==> src/rtl/obstacle_scheduler.sv <==
// obstacle_scheduler: picks the next obstacle after each idle gap and launches it.
// It never picks the same slot twice in a row. Then it waits for that slot's done
// pulse, or gives up after a timeout. All outputs are registered.
module obstacle_scheduler #(
    parameter int unsigned N_OBST         = 4,
    parameter int unsigned GAP_CYCLES     = 32000000,
    parameter int unsigned TIMEOUT_CYCLES = 200000000,
    parameter logic [15:0] LFSR_SEED      = 16'hACE1
) (
    input  logic              pclk,
    input  logic              rst,
    input  logic              play_selected,
    input  logic              menu_on,
    input  logic [N_OBST-1:0] obst_done,
    output logic [N_OBST-1:0] selected,
    output logic              done_control,
    output logic              busy,
    output logic              timeout,
    output logic [7:0]        cleared_count
);

    typedef enum logic [1:0] {
        IDLE,
        GAP,
        LAUNCH,
        WAIT_DONE
    } state_t;

    localparam logic [15:0] SEED     = (LFSR_SEED == 16'h0000) ? 16'h0001 : LFSR_SEED;
    localparam logic [24:0] GAP_LAST = 25'(GAP_CYCLES - 1);
    localparam logic [27:0] TO_LAST  = 28'(TIMEOUT_CYCLES - 1);

    state_t            state, state_nxt;
    logic [24:0]       gap_cnt, gap_cnt_nxt;
    logic [27:0]       to_cnt, to_cnt_nxt;
    logic [15:0]       lfsr;
    logic [1:0]        last_idx, last_idx_nxt;
    logic [1:0]        cur_idx, cur_idx_nxt;
    logic [1:0]        pick;
    logic              abort;
    logic [N_OBST-1:0] selected_nxt;
    logic              done_control_nxt;
    logic              busy_nxt;
    logic              timeout_nxt;
    logic [7:0]        cleared_count_nxt;

    // Free-running 16-bit Fibonacci LFSR (taps 16,14,13,11), advances every cycle
    always_ff @(posedge pclk or negedge rst) begin
        if (!rst) begin
            lfsr <= SEED;
        end else begin
            lfsr <= {lfsr[14:0], lfsr[15] ^ lfsr[13] ^ lfsr[12] ^ lfsr[10]};
        end
    end

    // State, counters and registered outputs
    always_ff @(posedge pclk or negedge rst) begin
        if (!rst) begin
            state         <= IDLE;
            gap_cnt       <= '0;
            to_cnt        <= '0;
            last_idx      <= 2'd3;
            cur_idx       <= '0;
            selected      <= '0;
            done_control  <= 1'b0;
            busy          <= 1'b0;
            timeout       <= 1'b0;
            cleared_count <= '0;
        end else begin
            state         <= state_nxt;
            gap_cnt       <= gap_cnt_nxt;
            to_cnt        <= to_cnt_nxt;
            last_idx      <= last_idx_nxt;
            cur_idx       <= cur_idx_nxt;
            selected      <= selected_nxt;
            done_control  <= done_control_nxt;
            busy          <= busy_nxt;
            timeout       <= timeout_nxt;
            cleared_count <= cleared_count_nxt;
        end
    end

    // Next-state and next-output logic; priority abort > done > timeout > gap expiry
    always_comb begin
        state_nxt         = state;
        gap_cnt_nxt       = gap_cnt;
        to_cnt_nxt        = to_cnt;
        last_idx_nxt      = last_idx;
        cur_idx_nxt       = cur_idx;
        selected_nxt      = selected;
        done_control_nxt  = 1'b0;
        timeout_nxt       = 1'b0;
        cleared_count_nxt = cleared_count;

        abort = menu_on || !play_selected;
        // Bump a repeated pick to the next slot; the 2-bit add wraps 3 -> 0
        pick  = (lfsr[1:0] == last_idx) ? lfsr[1:0] + 2'd1 : lfsr[1:0];

        if (state != IDLE && abort) begin
            state_nxt    = IDLE;
            selected_nxt = '0;
        end else begin
            case (state)
                IDLE: begin
                    selected_nxt = '0;
                    if (play_selected && !menu_on) begin
                        state_nxt         = GAP;
                        cleared_count_nxt = '0;
                        gap_cnt_nxt       = '0;
                    end
                end
                GAP: begin
                    selected_nxt = '0;
                    if (gap_cnt == GAP_LAST) begin
                        state_nxt          = LAUNCH;
                        cur_idx_nxt        = pick;
                        selected_nxt       = '0;
                        selected_nxt[pick] = 1'b1;
                        done_control_nxt   = 1'b1;
                    end else begin
                        gap_cnt_nxt = gap_cnt + 25'd1;
                    end
                end
                LAUNCH: begin
                    state_nxt  = WAIT_DONE;
                    to_cnt_nxt = '0;
                end
                WAIT_DONE: begin
                    if (obst_done[cur_idx]) begin
                        state_nxt         = GAP;
                        gap_cnt_nxt       = '0;
                        last_idx_nxt      = cur_idx;
                        selected_nxt      = '0;
                        cleared_count_nxt = (cleared_count != 8'hFF) ? cleared_count + 8'd1
                                                                     : cleared_count;
                    end else if (to_cnt == TO_LAST) begin
                        state_nxt    = GAP;
                        gap_cnt_nxt  = '0;
                        last_idx_nxt = cur_idx;
                        selected_nxt = '0;
                        timeout_nxt  = 1'b1;
                    end else begin
                        to_cnt_nxt = to_cnt + 28'd1;
                    end
                end
                default: begin
                    state_nxt    = IDLE;
                    selected_nxt = '0;
                end
            endcase
        end

        busy_nxt = (state_nxt != IDLE);
    end

endmodule

==> config.mk <==
export PLATFORM = sky130hd
export DESIGN_NAME = obstacle_scheduler
export DESIGN_NICKNAME = d
export VERILOG_FILES = /design/src/rtl/obstacle_scheduler.sv
export SDC_FILE = /design/constraint.sdc
export NUM_CORES = 1
export LEC_CHECK = 0
export CORE_ASPECT_RATIO = 0.5
export CORE_MARGIN = 2
export CORE_UTILIZATION = 45
export CTS_CLUSTER_DIAMETER = 120
export DETAILED_ROUTE_END_ITERATION = 7
export GPL_TIMING_DRIVEN = 0
export PLACE_DENSITY = 0.64
export SLEW_MARGIN = 20
export SYNTH_ARGS = -nofsm -noshare
export SYNTH_HDL_FRONTEND = slang
export SYNTH_SLANG_ARGS = --single-unit
==> constraint.sdc <==
create_clock -name pclk -period 2 [get_ports pclk]
set_input_delay 0.6 -clock pclk [delete_from_list [all_inputs] [get_ports pclk]]
set_output_delay 0.6 -clock pclk [all_outputs]
set_load 0.01 [all_outputs]
==> results.sh, run 1 <==
export IMPL_crit_type="reg2reg"
export IMPL_clock_latency_ps=350
export IMPL_grt_max_degree=61
export IMPL_wl_um=14880
export IMPL_synth_nets=519
export IMPL_yosysUniqueCellTypes=71
export IMPL_tightest_slew_ps=580.3
export IMPL_drt_antenna_violating_nets=0
export IMPL_final_max_slew_viol_count=0
export IMPL_die_x_um=152.1
export IMPL_htree_levels=3
export IMPL_syn_inst=504
export IMPL_synth_edf_count=0
export IMPL_status="complete, but fails checks"
export IMPL_first_pass_iters=5
export IMPL_layout_common_cells="dfrtp_1 (66), buf_4 (58), nor2_1 (27), nand3_1 (27), nand2_1 (24)"
export IMPL_initial_core_util_pct=47.26
export IMPL_grt_pass1_wl_um=22810
export IMPL_cts_made_buffers=9
export IMPL_finalSetupViolCount=39
export IMPL_timing_rr_end="gap_cnt[4]"
export IMPL_drtIter0Drc=368
export IMPL_netlist_top_cells_area="dfrtp_1 (41%), dfstp_2 (5.3%), o21ai_0 (3.9%)"
export IMPL_overflow=0
export IMPL_critPathCapture="gap_cnt[4]"
export IMPL_crit_fanout=7
export IMPL_rsz0062_at_grt="yes"
export IMPL_maxSlewHeadroom_pct=60.99
export IMPL_startpoint_type="flop"
export IMPL_clkTransAtPathRegs_ps=70
export IMPL_ir_worst_vdd_mv=0.4231
export IMPL_syn_area_um2=4935
export IMPL_synth_main_ff_cell="dfrtp_1"
export IMPL_finClkSkew_ps=7.161
export IMPL_ctsHoldBuffers=0
export IMPL_setup_ws_ps=-198.2
export IMPL_p_leak_uw=0.002859
export IMPL_powerDensity_nw_per_um2=676.3
export IMPL_crit_slowest_cell="or4_1"
export IMPL_crit_path_cell_trace="ha_4 > or3b_4 > nor4_4 > buf_6 > a2bb2oi_4 > or4_1 > o21ai_1"
export IMPL_routedWlPerCell_um=19.92
export IMPL_hold_violations=0
export IMPL_grt_pass1_vias=4299
export IMPL_antenna_found_initial=0
export IMPL_port_buffers=22
export IMPL_ys_async_sr_fraction_pct=100.0
export IMPL_finalPower_uw=4925
export IMPL_cts_tree="done"
export IMPL_grt_total_usage_pct=23.83
export IMPL_io_pin_count=23
export IMPL_ff2ff_setup_slack_ps=-200
export IMPL_design_area_um2=7282
export IMPL_r2r_cells=7
export IMPL_fmax_ghz=0.4549
export IMPL_syn_avg_cell_area_um2=9.791
export IMPL_final_common_cell="dfrtp_1"
export IMPL_path_delay_family="simple AND/OR/NAND/NOR gates"
export IMPL_endpoint_kind="flop"
export IMPL_min_period_over_period_pct=109.9
export IMPL_fin_crit_ps=2198
export IMPL_antennaDiodeCount=0
export IMPL_area_growth_pct=47.57
export IMPL_final_util_pct=69.73
export IMPL_vias=4660
export IMPL_yosys_warnings=0
export IMPL_cap_violations=0
export IMPL_seq_area_frac_synth_pct=45.89
export IMPL_drive_above_1_share_pct=42.67
export IMPL_cts_sink_count=90
export IMPL_synth_top_cell_area_share_pct=40.57
export IMPL_core_area_um2=10440
export IMPL_vias_per_cell=6.238
export IMPL_synth_top_area_cell="dfrtp_1"
export IMPL_r2r_start="state[1]"
export IMPL_violations="setup timing"
export IMPL_worstSetupStartpoint="state[1]"
export IMPL_nets=617
export IMPL_clockRootBuffer="clkbuf_16"
export IMPL_dieArea_um2=11870
export IMPL_drc=0
export IMPL_crit_arrival_ps=2470
export IMPL_worstSetupPathDepth=7
export IMPL_cts_buffer_depth=2
export IMPL_min_path_type="in2async"
export IMPL_slowest_delay_ps=480
export IMPL_dpl_hpwl_um=8241
export IMPL_worstPathRequired_ps=2270
export IMPL_gp_congestion=0.8514
export IMPL_synth_seq_cells=90
export IMPL_die_h_um=78.05
export IMPL_dpl_cell_area_um2=5513
export IMPL_rows=26
export IMPL_path_buf_inv=1
## power breakdown
part	total, uW	switching [uW]	internal (uW)
Clock	1760	781	978
Combinational	1160	710	448
Sequential	2010	110	1900
Total	4920	1600	3320
## flip-flops by register name (all words and copies together), names as in the netlist
register,flops
busy,1
cleared_count,8
cur_idx,2
gap_cnt,25
lfsr,16
done_control,1
state,2
last_idx,2
timeout,1
to_cnt,28
selected,4
## metal layers
metal | routed length, um | up-vias | part of all wire [%] | global-route usage [%]
met2 | 7211 | 111 | 48 | 38.60
met3 | 625 | 18 | 4.2 | 4.914
li1 | - | 2174 | - | -
met4 | 159 | 0 | 1.1 | 5.701
met5 | 0 | - | 0 | 0
met1 | 6883 | 2357 | 46 | 33.21
## Yosys cell counts (3+ instances only)
master and n:
buf_2 4, nor3b_1 3, o2111ai_1 5, inv_1 18, a211oi_1 3, o311ai_0 3
nor3_1 9, a21boi_0 4, nand3_1 32, o31ai_1 18, or4_1 11, xnor2_1 9
nand4_2 3, nor2b_1 4, dfrtp_1 80, clkbuf_1 14, mux2i_1 7, mux2_2 9
and2_1 3, nor4b_1 7, or3_1 4, o211ai_1 3, ha_1 7, nand4_1 19
o21ai_0 38, and4_1 7, a21oi_1 27, dfstp_2 10, and3_1 8, nor2_1 30
nor4_1 8, a31oi_1 18, nand2_1 29
## worst min path at each step
stage                             to  slack (ps)  depth (start not counted)
after floorplan                 busy         300                          0
after global placement       lfsr[3]         330                          0
after detailed placement     lfsr[3]         340                          0
after CTS                 to_cnt[16]         140                          1
after global routing      to_cnt[16]         140                          1
final                     to_cnt[16]         120                          1
## cell families after synthesis
kind of cell,share of synthesized area [%]
compound gates,20.49
xor+xnor,1.775
fa+ha+maj,1.775
buf+inv,3.144
flops,45.89
mux,4.158
simple gates,22.77
## area by class of cell
class	instances	area (um2)
multi-input combinational	378	3482
fill	735	3161
sequential	90	2282
timing repair buffer	91	842.1
clock buffer	9	225.2
tap	140	175.2
buffer	13	117.6
inverter	19	81.33
clock inverter	7	76.32
## stage by stage
step           hold slack, ps  TNS [ps]  setup WS, ps  std cells
4_1_cts                 137.7     -2649        -136.1        725
3_3_place_gp            334.5   -314580         -3428        666
5_1_grt                 144.9     -6737        -240.5        747
6_report                123.1     -4217        -198.2        747
3_5_place_dp            337.1    -49850         -1084        667
2_1_floorplan           304.4    -855.3        -88.51        504
## repair_timing
item	in CTS	in global routing
setup buffers	41	24
hold endpoints to repair	0	0
setup endpoints to repair	73	68
cloned	5	1
pin swaps	43	35
resized for setup	120	104
(Power assumes the default switching activity.)
==> run 2, diff against run 1 <==
--- a/config.mk
+++ b/config.mk
@@ -5,7 +5,6 @@
 export SDC_FILE = /design/constraint.sdc
 export NUM_CORES = 1
 export LEC_CHECK = 0
-export CORE_ASPECT_RATIO = 0.5
 export CORE_MARGIN = 2
 export CORE_UTILIZATION = 45
 export CTS_CLUSTER_DIAMETER = 120
==> run 2 against run 1 <==
The run still ends with setup timing left. Non-clock buffer count down 11. Clock skew up 14 ps. Sequential share of layout area up 1.7 points. Total power down 8.6%. Routed wire length down 4.8%. Maximum frequency about the same. Clock power down 23%. Critical path depth up 1. Count of clock-buffer cells in the layout unchanged. First-iteration DRC count down 41%. Via count up 0.41%. Cell area down 5.3%.
==> results.sh, run 2 (synthesis results as in run 1) <==
export IMPL_final_common_cell="dfrtp_1"
export IMPL_routedWlPerCell_um=19.22
export IMPL_layout_cells_non_filler=737
export IMPL_grt_pass1_wl_um=22110
export IMPL_seqPwrFrac_pct=44.6
export IMPL_rows=38
export IMPL_min_path_type="in2async"
export IMPL_top_regs="to_cnt (28), gap_cnt (25), lfsr (16)"
export IMPL_cts_buffer_depth=2
export IMPL_clkTransAtPathRegs_ps=110
export IMPL_crit_fanout=8
export IMPL_vias=4679
export IMPL_core_area_um2=10790
export IMPL_p_comb_share_pct=25.3
export IMPL_ir_worst_vdd_mv=0.4609
export IMPL_cts_made_buffers=9
export IMPL_pre_cts_ws_ps=-1075
export IMPL_port_buffers=22
export IMPL_nets=607
export IMPL_overflow=0
export IMPL_cap_violations=0
export IMPL_drive_above_1_share_pct=38.02
export IMPL_cts_tree="done"
export IMPL_p_sw_share_pct=34.67
export IMPL_gp_congestion=0.8278
export IMPL_grt_max_degree=57
export IMPL_dpl_hpwl_um=8268
export IMPL_largest_register_ff_count=28
export IMPL_vias_per_cell=6.349
export IMPL_antennaDiodeCount=0
export IMPL_initial_core_util_pct=45.72
export IMPL_fmax_ghz=0.4551
export IMPL_finClkSkew_ps=21.38
export IMPL_drtIter0Drc=218
export IMPL_cts_sink_count=90
export IMPL_setup_ws_ps=-197.5
export IMPL_rsz0062_at_grt="yes"
export IMPL_grt_total_usage_pct=23.99
export IMPL_endpoint_kind="flop"
export IMPL_io_pin_count=23
export IMPL_drt_antenna_violating_nets=0
export IMPL_violations="setup timing"
export IMPL_p_leak_uw=0.002792
export IMPL_hold_violations=0
export IMPL_crit_arrival_ps=2510
export IMPL_startpoint_type="flop"
export IMPL_worstPathRequired_ps=2320
export IMPL_final_max_slew_viol_count=0
export IMPL_clock_latency_ps=400
export IMPL_fin_crit_ps=2197
export IMPL_p_int_uw=2939
export IMPL_ctsHoldBuffers=0
export IMPL_htree_levels=3
export IMPL_status="complete, but fails checks"
export IMPL_clockRootBuffer="clkbuf_8"
export IMPL_dp_cells=667
export IMPL_crit_type="reg2reg"
export IMPL_area_growth_pct=39.68
export IMPL_antenna_found_initial=0
export IMPL_die_x_um=108.7
export IMPL_p_sw_uw=1560
export IMPL_grt_pass1_vias=4465
export IMPL_finalSetupViolCount=40
export IMPL_layout_common_cells="dfrtp_1 (70), buf_4 (51), nand3_1 (29)"
export IMPL_dieArea_um2=11820
export IMPL_powerDensity_nw_per_um2=652.7
export IMPL_first_pass_iters=4
export IMPL_tightest_slew_ps=592.9
export IMPL_top_register="to_cnt"
export IMPL_maxSlewHeadroom_pct=60.11
export IMPL_fillers=843
export IMPL_final_util_pct=63.87
export IMPL_die_h_um=108.7
export IMPL_drc=0
export IMPL_min_period_over_period_pct=109.9
export IMPL_wl_um=14170
export IMPL_clkPwrFrac_pct=30.2
## run 2: area by class of cell
type	instances	area, um2	share of cell area, %
clock buffer	9	123.9	1.797
inverter	19	78.83	1.144
multi-input combinational	379	3324	48.23
timing repair buffer	78	704.4	10.22
sequential	90	2277	33.04
tap	140	175.2	2.541
clock inverter	7	83.83	1.216
buffer	15	125.1	1.815
## run 2: power groups by stage
stage               sequential (uW)  combinational (uW)  clock [uW]
floorplan                      2000                 519           0
finish                         2000                1140        1360
detailed placement             2010                 763           0
global placement               2010                 734           0
CTS                            1990                1000        1380
global route                   2020                1220        1460
## run 2: stage by stage
step	power [uW]	area [um2]	TNS [ps]	hold WS, ps
after floorplan	2516	5076	-855.3	304.4
after CTS	4375	6511	-3845	76.67
after detailed placement	2777	5513	-52590	334.7
final	4499	6893	-4106	68.14
after global placement	2746	5472	-316400	334.6
after global routing	4691	6893	-7561	80.93
## run 2: per-layer routing
metal  global-route usage [%]  up-vias  wire (um)
met2                    39.02      180       6941
met1                    31.51     2326       6053
met3                    5.918       24        921
met4                    7.692        0        250
met5                        0        -          0
li1                         -     2149          -
## run 2: critical path: stages, from the launching register on
cell and delay (ps):
dfrtp_2 490, inv_4 100, ha_4 160, inv_6 50, a2111oi_4 400, nand3_2 140, buf_6 170, or4_4 470
a21oi_1 130
## run 2: worst paths after layout
kind	start	to	slack, ps	cells after the start
worst max-delay path	state[1]	to_cnt[26]	-200	8
worst min-delay path	rst	gap_cnt[14]	70	1
worst max register to register	state[1]	to_cnt[26]	-200	8
worst min register to register	lfsr[2]	lfsr[3]	350	0
max in group asynchronous	rst	lfsr[13]	1270	2
min in group pclk	lfsr[2]	lfsr[3]	350	0
## run 2: repair_timing
action / 4_1_cts / 5_1_grt
setup buffers: 41 / 12
endpoints found under the setup margin: 75 / 72
pin swaps: 39 / 23
cloned: 5 / 1
resized for setup: 123 / 69
==> run 3, diff against run 2 <==
==> constraint.sdc (replaced) <==
create_clock -name pclk -period 2 [get_ports pclk]
set_input_delay 0.6 -clock pclk [delete_from_list [all_inputs] [get_ports pclk]]
set_output_delay 0.6 -clock pclk [all_outputs]
set_load 0.005 [all_outputs]
==> run 3 against run 2 <==
The flow still finishes with violations (setup timing). Sequential power is essentially flat. Cell area decreased by 0.40%. Total power about the same. Sequential cell count stayed put. Die area unchanged. Count of clock-buffer cells in the layout unchanged. Via count down 0.60%. Worst setup slack improved by 1.4 ps. Cell count is 0.41% lower. Non-clock buffer count decreased by 3. First-iteration DRC count is 3.2% lower. Clock power hardly changed. Critical endpoint unchanged. Highest routed layer unchanged.
==> results.sh, run 3 (synthesis results as in run 1) <==
export IMPL_grt_total_usage_pct=23.97
export IMPL_die_h_um=108.7
export IMPL_port_buffers=22
export IMPL_rows=38
export IMPL_worstPathRequired_ps=2320
export IMPL_fillers=847
export IMPL_crit_fanout=8
export IMPL_endpoint_kind="flop"
export IMPL_first_pass_iters=5
export IMPL_slowest_delay_ps=490
export IMPL_hold_violations=0
export IMPL_final_util_pct=63.61
export IMPL_violations="setup timing"
export IMPL_drt_antenna_violating_nets=0
export IMPL_vias_per_cell=6.337
export IMPL_routedWlPerCell_um=19.19
export IMPL_grt_pass1_wl_um=22080
export IMPL_layout_common_cells="dfrtp_1 (70), buf_4 (48), nand3_1 (29)"
export IMPL_final_common_cell="dfrtp_1"
export IMPL_vias=4651
export IMPL_min_period_over_period_pct=109.8
export IMPL_io_pin_count=23
export IMPL_nets=604
export IMPL_cts_buffer_depth=2
export IMPL_clkTransAtPathRegs_ps=110
export IMPL_tightest_slew_ps=609.2
export IMPL_rsz0062_at_grt="yes"
export IMPL_grt_pass1_vias=4460
export IMPL_htree_levels=3
export IMPL_final_seq_area_um2=2277
export IMPL_cap_violations=0
export IMPL_top_register="to_cnt"
export IMPL_clockRootBuffer="clkbuf_8"
export IMPL_powerDensity_nw_per_um2=655.0
export IMPL_drc=0
export IMPL_overflow=0
export IMPL_finClkSkew_ps=22.50
export IMPL_antenna_found_initial=0
export IMPL_crit_arrival_ps=2520
export IMPL_dieArea_um2=11820
export IMPL_top_regs="to_cnt (28), gap_cnt (25), lfsr (16)"
export IMPL_crit_type="reg2reg"
export IMPL_cts_made_buffers=9
export IMPL_maxSlewHeadroom_pct=59.01
export IMPL_cts_tree="done"
export IMPL_drtIter0Drc=211
export IMPL_design_area_um2=6865
export IMPL_multiInputGateArea_um2=3324
export IMPL_crit_path_cell_trace="inv_4 > ha_4 > inv_6 > a2111oi_4 > nand3_2 > buf_6 > or4_4 > a21oi_1"
export IMPL_dpl_hpwl_um=8268
export IMPL_area_growth_pct=39.12
export IMPL_finalSetupViolCount=40
export IMPL_antennaDiodeCount=0
export IMPL_drive_above_1_share_pct=37.71
export IMPL_wl_um=14080
export IMPL_fmax_ghz=0.4554
export IMPL_crit_slowest_cell="dfrtp_2"
export IMPL_p_leak_uw=0.002739
export IMPL_min_path_type="in2async"
export IMPL_setup_ws_ps=-196.0
export IMPL_largest_register_ff_count=28
export IMPL_cts_sink_count=90
export IMPL_grt_max_degree=57
export IMPL_ir_worst_vdd_mv=0.4614
export IMPL_finalPower_uw=4497
export IMPL_fin_setup_tns_ps=-4211
export IMPL_die_x_um=108.7
export IMPL_gp_congestion=0.8278
export IMPL_status="complete, but fails checks"
export IMPL_clock_latency_ps=410
export IMPL_fin_crit_ps=2196
export IMPL_core_area_um2=10790
export IMPL_startpoint_type="flop"
export IMPL_dpl_cell_area_um2=5513
export IMPL_final_max_slew_viol_count=0
export IMPL_ctsHoldBuffers=0
export IMPL_initial_core_util_pct=45.72
==> run 3: stage by stage <==
| step | std cells | hold slack [ps] | setup WS (ps) |
|---|---|---|---|
| final | 734 | 63.68 | -196.0 |
| after global routing | 734 | 80.93 | -272.6 |
| after CTS | 725 | 76.67 | -157.2 |
| after detailed placement | 667 | 334.7 | -1075 |
| after global placement | 666 | 334.6 | -3430 |
| after floorplan | 504 | 304.4 | -88.51 |
==> run 3: worst paths after layout <==
path                       startpoint          end  slack (ps)  cells past startpoint
setup / recovery             state[1]   to_cnt[26]        -200                      8
hold / removal                    rst  gap_cnt[14]          60                      1
setup reg to reg             state[1]   to_cnt[26]        -200                      8
hold reg to reg               lfsr[2]      lfsr[3]         350                      0
max in group asynchronous         rst     lfsr[13]        1270                      2
min in group pclk             lfsr[2]      lfsr[3]         350                      0
==> run 3: layer usage <==
layer	track usage (%)	up-vias	routed length, um
met3	5.918	21	889
met1	31.47	2312	6095
met4	7.692	0	210
li1	-	2138	-
met5	0	-	0
met2	38.97	180	6888
==> run 3: layout make-up <==
| class | count | share of cell area (%) |
|---|---|---|
| Timing Repair Buffer | 75 | 9.860 |
| Sequential cell | 90 | 33.17 |
| Multi-Input combinational cell | 379 | 48.42 |
| Inverter | 19 | 1.148 |
| Tap cell | 140 | 2.551 |
| Clock inverter | 7 | 1.221 |
| Buffer | 15 | 1.822 |
| Clock buffer | 9 | 1.804 |
==> run 3: power breakdown <==
| part | switching, uW | total, uW | leakage (uW) | internal (uW) |
|---|---|---|---|---|
| clock | 759 | 1360 | 0.000108 | 603 |
| sequential | 110 | 2000 | 0.00117 | 1890 |
| combinational | 691 | 1130 | 0.00146 | 441 |
==> run 3: timing repair <==
action,CTS,global route
cloned,5,1
gates resized for setup,123,67
buffers inserted,40,10
setup endpoints to repair,74,69
pin swaps,39,23
==> run 3: worst max-delay path: cells and delay by family (launching register included) <==
family          cells  cell delay [ps]
buf+inv             3              320
simple gates        2              610
fa+ha+maj           1              160
compound gates      2              530
flops               1              490
